$ cat config.mk
export PLATFORM = sky130hd
export DESIGN_NAME = in_port_req
export DESIGN_NICKNAME = d
export VERILOG_FILES = /design/src/rtl/in_port_req_pkg.sv /design/src/rtl/in_port_req_sync_fifo.sv /design/src/rtl/in_port_req.sv
export SDC_FILE = /design/constraint.sdc
export NUM_CORES = 1
export LEC_CHECK = 0
export ABC_AREA = 1
export CAP_MARGIN = 0
export CORE_ASPECT_RATIO = 2
export CORE_MARGIN = 2
export CORE_UTILIZATION = 48
export DETAILED_ROUTE_END_ITERATION = 16
export PLACE_DENSITY = 0.8
export SYNTH_ARGS = -nofsm -noshare
export SYNTH_HDL_FRONTEND = slang
export SYNTH_SLANG_ARGS = --single-unit
$ cat constraint.sdc
create_clock -name clk -period 4.7 [get_ports clk]
set_input_delay 0.47 -clock clk [delete_from_list [all_inputs] [get_ports clk]]
set_output_delay 0.47 -clock clk [all_outputs]
set_load 0.01 [all_outputs]
$ cat src/rtl/in_port_req_pkg.sv
// rtl/in_port_req_pkg.sv - shared router constants: directions, header fields, flit width
package in_port_req_pkg;

  // Default flit width in bits
  localparam int DW_DEFAULT = 64;

  // Output direction indices; these are also the bit positions within req/gnt
  localparam int DIR_N  = 4;
  localparam int DIR_S  = 3;
  localparam int DIR_E  = 2;
  localparam int DIR_W  = 1;
  localparam int DIR_PE = 0;

  // Header bit positions inside a flit
  localparam int XDIR_BIT = 55;
  localparam int YDIR_BIT = 54;
  localparam int HX_HI    = 51;
  localparam int HX_LO    = 48;
  localparam int HY_HI    = 47;
  localparam int HY_LO    = 44;

  // Route decision for the head flit
  typedef enum logic [2:0] {
    ROUTE_PE = 3'd0,
    ROUTE_W  = 3'd1,
    ROUTE_E  = 3'd2,
    ROUTE_S  = 3'd3,
    ROUTE_N  = 3'd4
  } route_e;

  // One-hot request vector for a route, ordered {N, S, E, W, PE}
  function automatic logic [4:0] route_onehot(input route_e r);
    logic [4:0] oh;
    oh = 5'b00000;
    case (r)
      ROUTE_N:  oh[DIR_N]  = 1'b1;
      ROUTE_S:  oh[DIR_S]  = 1'b1;
      ROUTE_E:  oh[DIR_E]  = 1'b1;
      ROUTE_W:  oh[DIR_W]  = 1'b1;
      default:  oh[DIR_PE] = 1'b1;
    endcase
    return oh;
  endfunction

endpackage

$ cat src/rtl/in_port_req_sync_fifo.sv
// rtl/in_port_req_sync_fifo.sv - flit storage FIFO with occupancy count
module sync_fifo #(
  parameter int DW    = 64,
  parameter int DEPTH = 2
) (
  input  logic                     clk,
  input  logic                     reset,
  input  logic                     push,
  input  logic [DW-1:0]            wdata,
  input  logic                     pop,
  output logic [DW-1:0]            rdata,
  output logic                     full,
  output logic                     empty,
  output logic [$clog2(DEPTH):0]   occ
);

  localparam int AW = $clog2(DEPTH);
  localparam logic [AW:0] DEPTH_OCC = (AW+1)'(DEPTH);

  logic [DW-1:0] mem [DEPTH];
  logic [AW-1:0] wr_ptr;
  logic [AW-1:0] rd_ptr;
  logic [AW:0]   occ_q;
  logic          do_push;
  logic          do_pop;

  // Full/empty come from registered occupancy only, so a pop cannot open a slot for a same-cycle push
  assign full  = (occ_q == DEPTH_OCC);
  assign empty = (occ_q == '0);
  assign occ   = occ_q;
  assign rdata = mem[rd_ptr];

  // Writes during reset are dropped; reads of an empty FIFO are ignored
  assign do_push = push && !full && !reset;
  assign do_pop  = pop && !empty;

  // Storage array: written on accepted pushes, never cleared
  always_ff @(posedge clk) begin
    if (do_push) begin
      mem[wr_ptr] <= wdata;
    end
  end

  // Pointers and occupancy; pointers wrap naturally at the power-of-two depth
  always_ff @(posedge clk) begin
    if (reset) begin
      wr_ptr <= '0;
      rd_ptr <= '0;
      occ_q  <= '0;
    end else begin
      if (do_push) begin
        wr_ptr <= wr_ptr + 1'b1;
      end
      if (do_pop) begin
        rd_ptr <= rd_ptr + 1'b1;
      end
      case ({do_push, do_pop})
        2'b10:   occ_q <= occ_q + 1'b1;
        2'b01:   occ_q <= occ_q - 1'b1;
        default: occ_q <= occ_q;
      endcase
    end
  end

endmodule

$ cat src/rtl/in_port_req.sv
// rtl/in_port_req.sv - router input port: buffers flits, requests an XY route, updates hop field
module in_port_req
  import in_port_req_pkg::*;
#(
  parameter int DW    = DW_DEFAULT,
  parameter int DEPTH = 2
) (
  input  logic                    clk,
  input  logic                    reset,
  input  logic                    in_valid,
  output logic                    in_ready,
  input  logic [DW-1:0]           in_data,
  output logic [4:0]              req,
  input  logic [4:0]              gnt,
  output logic [DW-1:0]           out_data,
  output logic [$clog2(DEPTH):0]  occ
);

  logic [DW-1:0] head;
  logic          full;
  logic          empty;
  logic          accept;
  logic [3:0]    hx;
  logic [3:0]    hy;
  route_e        route;
  logic [DW-1:0] head_upd;

  // Acceptance depends only on registered occupancy
  assign in_ready = ~full;

  sync_fifo #(
    .DW    (DW),
    .DEPTH (DEPTH)
  ) u_fifo (
    .clk   (clk),
    .reset (reset),
    .push  (in_valid & in_ready),
    .wdata (in_data),
    .pop   (accept),
    .rdata (head),
    .full  (full),
    .empty (empty),
    .occ   (occ)
  );

  assign hx = head[HX_HI:HX_LO];
  assign hy = head[HY_HI:HY_LO];

  // XY routing: finish the X hops first, then Y, then eject to the local PE
  always_comb begin
    route = ROUTE_PE;
    if (hx != 4'd0) begin
      route = head[XDIR_BIT] ? ROUTE_W : ROUTE_E;
    end else if (hy != 4'd0) begin
      route = head[YDIR_BIT] ? ROUTE_S : ROUTE_N;
    end
  end

  // Request only while a head flit exists; mismatched grant bits never dequeue
  assign req    = empty ? 5'b00000 : route_onehot(route);
  assign accept = |(gnt & req);

  // Consume one hop on the axis being travelled; ejected flits leave untouched
  always_comb begin
    head_upd = head;
    case (route)
      ROUTE_E, ROUTE_W: head_upd[HX_HI:HX_LO] = hx - 4'd1;
      ROUTE_N, ROUTE_S: head_upd[HY_HI:HY_LO] = hy - 4'd1;
      default:          head_upd = head;
    endcase
  end

  // Storage is never cleared, so hide it while the FIFO is empty
  assign out_data = empty ? '0 : head_upd;

endmodule

# --- Word level (Yosys, flattened, before mapping) ---
# Memory sizes are Yosys's and may differ from the RTL's. A register that Yosys moved wholly into a read port is not among the register bits.
# Cells that the tools add are included.
totals:
  ramBits: 128
  out_inout_bits: 72
  word_cells: 52
  n_memories: 1
  ff_bits: 4
memory_table:
  columns: ["memory", "words", "width", "read_ports", "rd_ports_with_merged_regs", "wr", "line", "text"]
  rows:
  - ["u_fifo.mem", 2, 64, 1, 1, 1, "in_port_req_sync_fifo.sv:20", "logic [DW-1:0] mem [DEPTH];"]
classes:
  bitwise: 3
  n_mux: 18
  n_addsub: 6
  eq_ne: 7
  n_reduce_logical: 14
op_table:
  columns: ["operator", "n"]
  rows:
  - ["two-way mux 64 bit", 1]
  - ["two-way mux 1 bit", 9]
  - ["two-way mux 3 bit", 3]
  - ["two-way mux 4 bit", 2]
  - ["nonzero test 4 bit", 2]
  - ["subtractor 4 x 1 -> 4 bit (second input constant)", 2]
  - ["== test 3 x 2 -> 1 bit (second input constant)", 2]
  - ["AND 5 bit", 1]
  - ["two-way mux 5 bit", 1]
  - ["OR reduction 5 bit", 1]
  - ["== test 2 bit (second input constant)", 2]
  - ["case mux 2 bit (2 select lines)", 1]
  - ["OR reduction 2 bit", 2]
  - ["OR reduction 4 bit", 1]
  - ["== test 3 x 1 -> 1 bit (second input constant)", 1]
  - ["== test 3 bit (second input constant)", 1]
  - ["logical AND 1 bit", 3]
  - ["logical NOT 1 bit", 3]
  - ["adder 1 bit (second input constant)", 2]
  - ["adder 2 x 1 -> 2 bit (second input constant)", 1]
  - ["== test 2 x 1 -> 1 bit (second input constant)", 1]
  - ["logical NOT 2 bit", 1]
  - ["two-way mux 2 bit", 1]
  - ["nonzero test 2 bit", 1]
  - ["other kinds (3)", 3]

# --- Longest topological paths before layout ---
logic_depth:
  depth_word: 12
  ltp_mapped: 16
  ltp_nobuf: 16

# --- By module ---
# From an unflattened synthesis, not the netlist that was laid out.
hier_totals:
  hier_cells: 421
  hier_area_um2: 6012.0
by_module_without_submodules:
  columns: ["module", "cells_each", "area_per_inst_um2", "instances"]
  rows:
  - ["sync_fifo", 239, 5168.7, 1]
  - ["in_port_req", 182, 843.3, 1]

# --- Least setup slack after synthesis ---
# No wires, ideal clock.
synth_path:
  path_type: "reg2reg"
  startpoint: "register u_fifo.occ_q[0], in the netlist u_fifo.occ[0]"
  endpoint: "memory u_fifo.mem[0][0] (enable)"
  setup_slack_ns: 0.733
  path_stages_with_launch: 5
  n_path_buf: 0
  setup_ns: 0.487
  period_less_slack_ns: 3.967
  t_required_ns: 4.213
  arrival_time_ns: 3.481
  cell_sequence: "dfxtp_1 > nor2_1 > inv_1 > nand3_1 > nor2_1"
synth_via:
  elab_chain_len: 7
  elab_cells_between_ends: 8
  classes_between: "eq/ne (1); mux (2); bitwise (2); reduce/logical (3)"
synth_rtl:
  columns: ["element", "line", "text"]
  rows:
  - ["start: declaration", "in_port_req_sync_fifo.sv:23", "logic [AW:0] occ_q;"]
  - ["start signal: assignment", "in_port_req_sync_fifo.sv:58", "2'b10: occ_q <= occ_q + 1'b1;"]
  - ["start signal: assignment", "in_port_req_sync_fifo.sv:59", "2'b01: occ_q <= occ_q - 1'b1;"]
  - ["start signal: assignment", "in_port_req_sync_fifo.sv:60", "default: occ_q <= occ_q;"]
  - ["== test 2 bit", "in_port_req_sync_fifo.sv:28", "assign full = (occ_q == DEPTH_OCC);"]
  - ["NOT 1 bit", "in_port_req.sv:29", "assign in_ready = ~full;"]
  - ["net in_ready", "in_port_req.sv:11", "output logic in_ready,"]
  - ["AND 1 bit", "in_port_req.sv:37", ".push (in_valid & in_ready),"]
  - ["logical AND 1 bit (2 in a row)", "in_port_req_sync_fifo.sv:34", "assign do_push = push && !full && !reset;"]
  - ["two-way mux 1 bit", "in_port_req_sync_fifo.sv:39", "if (do_push) begin"]
  - ["two-way mux 1 bit (not written as such)", "in_port_req_sync_fifo.sv:40", "mem[wr_ptr] <= wdata;"]
  - ["end: declaration", "in_port_req_sync_fifo.sv:20", null]
# The timed path passes the listed nets, and every way through them passes these cells.

==> results.json <==
{
  "status": "complete, no violations",
  "criticalPathCategory": "reg2out",
  "io_buffers": 143,
  "drc": 0,
  "final_cell_mix": "clkdlybuf4s50_1, nand2_1, edfxtp_1, a21oi_1, clkbuf_16",
  "die_area_sq_um": 12000,
  "critical_path_required_ps": 4230,
  "antenna_cells_inserted": 0,
  "reg2reg_slack_ps": 1370,
  "period_needed_ps": 3820,
  "htree_levels": 4,
  "drtAntennaViolNets": 0,
  "drt_first_pass_iters": 6,
  "hold_start": "u_fifo.rd_ptr",
  "placed_cell_area_sq_um": 6900,
  "globalRouteMet3Util_pct": 4.55,
  "synth_cell_types": 30,
  "cp.arrival_ps": 3350,
  "rows": 54,
  "tightest_slew_ps": 880,
  "wirelength_mm": 11.5,
  "rsz0062_at_grt": "false",
  "postCtsSetupRepairBufs": 0,
  "drive_gt1_share_pct": 9.35,
  "fin_nets": 651,
  "synth_top_family_by_area": "simple AND/OR/NAND/NOR gates",
  "clock-sinks": 133,
  "pre_cts_slack_ps": 1370,
  "finalSetupViolations": 0,
  "insertion_delay_ps": 410,
  "cts_buffers": 17,
  "grt_util_met2_pct": 36.9,
  "clkSlewWorstSetupHoldPaths_ps": 50,
  "busiest_layer": "met2",
  "crit_path_start_kind": "flip-flop",
  "synthAdderAreaFrac_pct": 0.940,
  "slew_headroom_pct": 41.2,
  "synth_xor_area_share_pct": 0.165,
  "setup_ws_ps": 884,
  "synth_async_sr_flop_share_pct": 0,
  "peakVddDrop_uv": 348,
  "p_leak_nw": 2.66,
  "drv_cap": 0,
  "syn-num-nets": 504,
  "ys_ff_latch": 133,
  "grt_max_degree": 62,
  "slew_viol_final": 0,
  "hp-class": "reg2reg",
  "yosysWarnings": 0,
  "endpoint_kind": "output port",
  "setup_tns_ps": 0,
  "max_freq_mhz": 262,
  "cts_buffer_depth": 2,
  "die_w_um": 78.5,
  "grt_pass1_vias": 3844,
  "start_util_pct": 48.9,
  "drt-initial-drc-count": 211,
  "place_congestion": 0.818,
  "dp.final_hpwl_mm": 7.61,
  "die_h_um": 153,
  "grt_util_met1_pct": 20.8,
  "cts_hold_buf": 0,
  "grt-ovfl-total": 0,
  "grt_usage_pct": 20.1,
  "dr_total_vias": 3740,
  "via_per_inst": 5.14,
  "num-fill-cells": 793,
  "synth_edf_count": 128,
  "fin_crit_sh_pct": 81.2,
  "cp_max_fo": 30,
  "fp.coreArea_sq_um": 10900,
  "detail_route.wl_per_cell_um": 15.8,
  "final_common_cell": "clkdlybuf4s50_1",
  "cts_root_buffer": "clkbuf_16",
  "clock_skew_ps": 5.88,
  "seq_area_frac_synth_pct": 74.1,
  "syn_to_final_growth_pct": 40.7,
  "syn_inst": 428,
  "cts_tree": "built",
  "p_per_area_nw_per_um2": 557,
  "ios": 144,
  "finalInstanceArea_sq_um": 7490,
  "synth_ff_type": "edfxtp_1",
  "cts_resized": 0,
  "synth_compound_area_share_pct": 7.38,
  "synth.area.mux_share_pct": 0.635,
  "hold_violations": 0,
  "syn_area_sq_um": 5320,
  "grt_pass1_wl_mm": 18.1,
  "synthSimpleGateAreaFrac_pct": 13.7,
  "syn_area_per_cell_sq_um": 12.4,
  "antenna_found_initial": 0
}
worst paths after layout:
path                   endpoint  depth (start not counted)
setup / recovery   out_data[47]                         11
hold / removal    u_fifo.rd_ptr                          3
setup reg to reg  u_fifo.occ[1]                         16
hold reg to reg   u_fifo.rd_ptr                          3
sequential cells by signal (all words and copies together), names as in the netlist, named ones only:
| register | cells |
|---|---|
| u_fifo.rd_ptr | 1 |
| u_fifo.mem | 128 |
| u_fifo.wr_ptr | 1 |
| u_fifo.occ | 2 |
stage by stage:
stage | util, % | hold WS [ps] | power, mW | instances
floorplan | - | 459 | 2.18 | 428
global placement | 63.4 | 503 | 2.89 | 696
detailed placement | 63.4 | 530 | 2.93 | 696
CTS | 68.8 | 543 | 4.20 | 728
global route | 68.8 | 587 | 4.38 | 728
finish | 68.8 | 535 | 4.17 | 728
cell families (layout without fill, tap and decap cells):
family,after synthesis,after routing
xor gates and xnor gates,1,1
AOI/OAI and AO/OA,76,76
adders and majority gates,4,4
and+or+nand+nor,174,174
muxes,3,3
buffers and inverters,37,197
DFF,133,133
synth_stat cells (2+ instances only):
| library cell | number | area share, % |
|---|---|---|
| ha_1 | 4 | 0.94 |
| a21oi_1 | 64 | 6.0 |
| dfxtp_1 | 5 | 1.9 |
| buf_6 | 3 | 0.63 |
| clkbuf_1 | 10 | 0.71 |
| nand2_2 | 5 | 0.59 |
| nand4_1 | 5 | 0.59 |
| nor2_1 | 18 | 1.3 |
| nand2_1 | 129 | 9.1 |
| nand3_1 | 8 | 0.75 |
| mux2i_1 | 2 | 0.38 |
| buf_2 | 2 | 0.19 |
| o21ai_0 | 8 | 0.75 |
| inv_1 | 16 | 1.1 |
| or2_2 | 2 | 0.24 |
| edfxtp_1 | 128 | 72 |
| buf_1 | 5 | 0.35 |
| o21ai_2 | 2 | 0.33 |
power by group:
| group | total [mW] | internal [mW] | switching, mW | leakage (nW) |
|---|---|---|---|---|
| Clock | 1.27 | 0.807 | 0.463 | 0.274 |
| Sequential | 1.46 | 1.39 | 0.0615 | 1.22 |
| Combinational | 1.44 | 0.659 | 0.784 | 1.17 |
| Total | 4.17 | 2.86 | 1.31 | 2.66 |
routing by layer:
metal	vias to the layer above	part of all wire, %
met5	-	0
met4	0	3.1
met3	24	3.8
met2	125	56
met1	1797	37
li1	1794	-
area by class of cell:
class / instances / area [sq um] / area share, %
Inverter: 17 / 63.8 / 0.852
Sequential cell: 133 / 3950 / 52.7
Clock inverter: 12 / 130 / 1.74
Multi-Input combinational cell: 258 / 1230 / 16.5
Timing Repair Buffer: 148 / 1480 / 19.8
Tap cell: 140 / 175 / 2.34
Clock buffer: 20 / 457 / 6.10
critical path, stage by stage (launching register included):
cell and delay, ps:
dfxtp_2 760, inv_2 70, or2_2 300, o21ai_2 100
ha_1 230, nand3_2 100, nor2_4 250, nand2_2 140
nor2_1 160, o21ai_0 110, a21oi_1 170, clkdlybuf4s50_1 550
No activity file was read; power rests on OpenSTA's default activity.
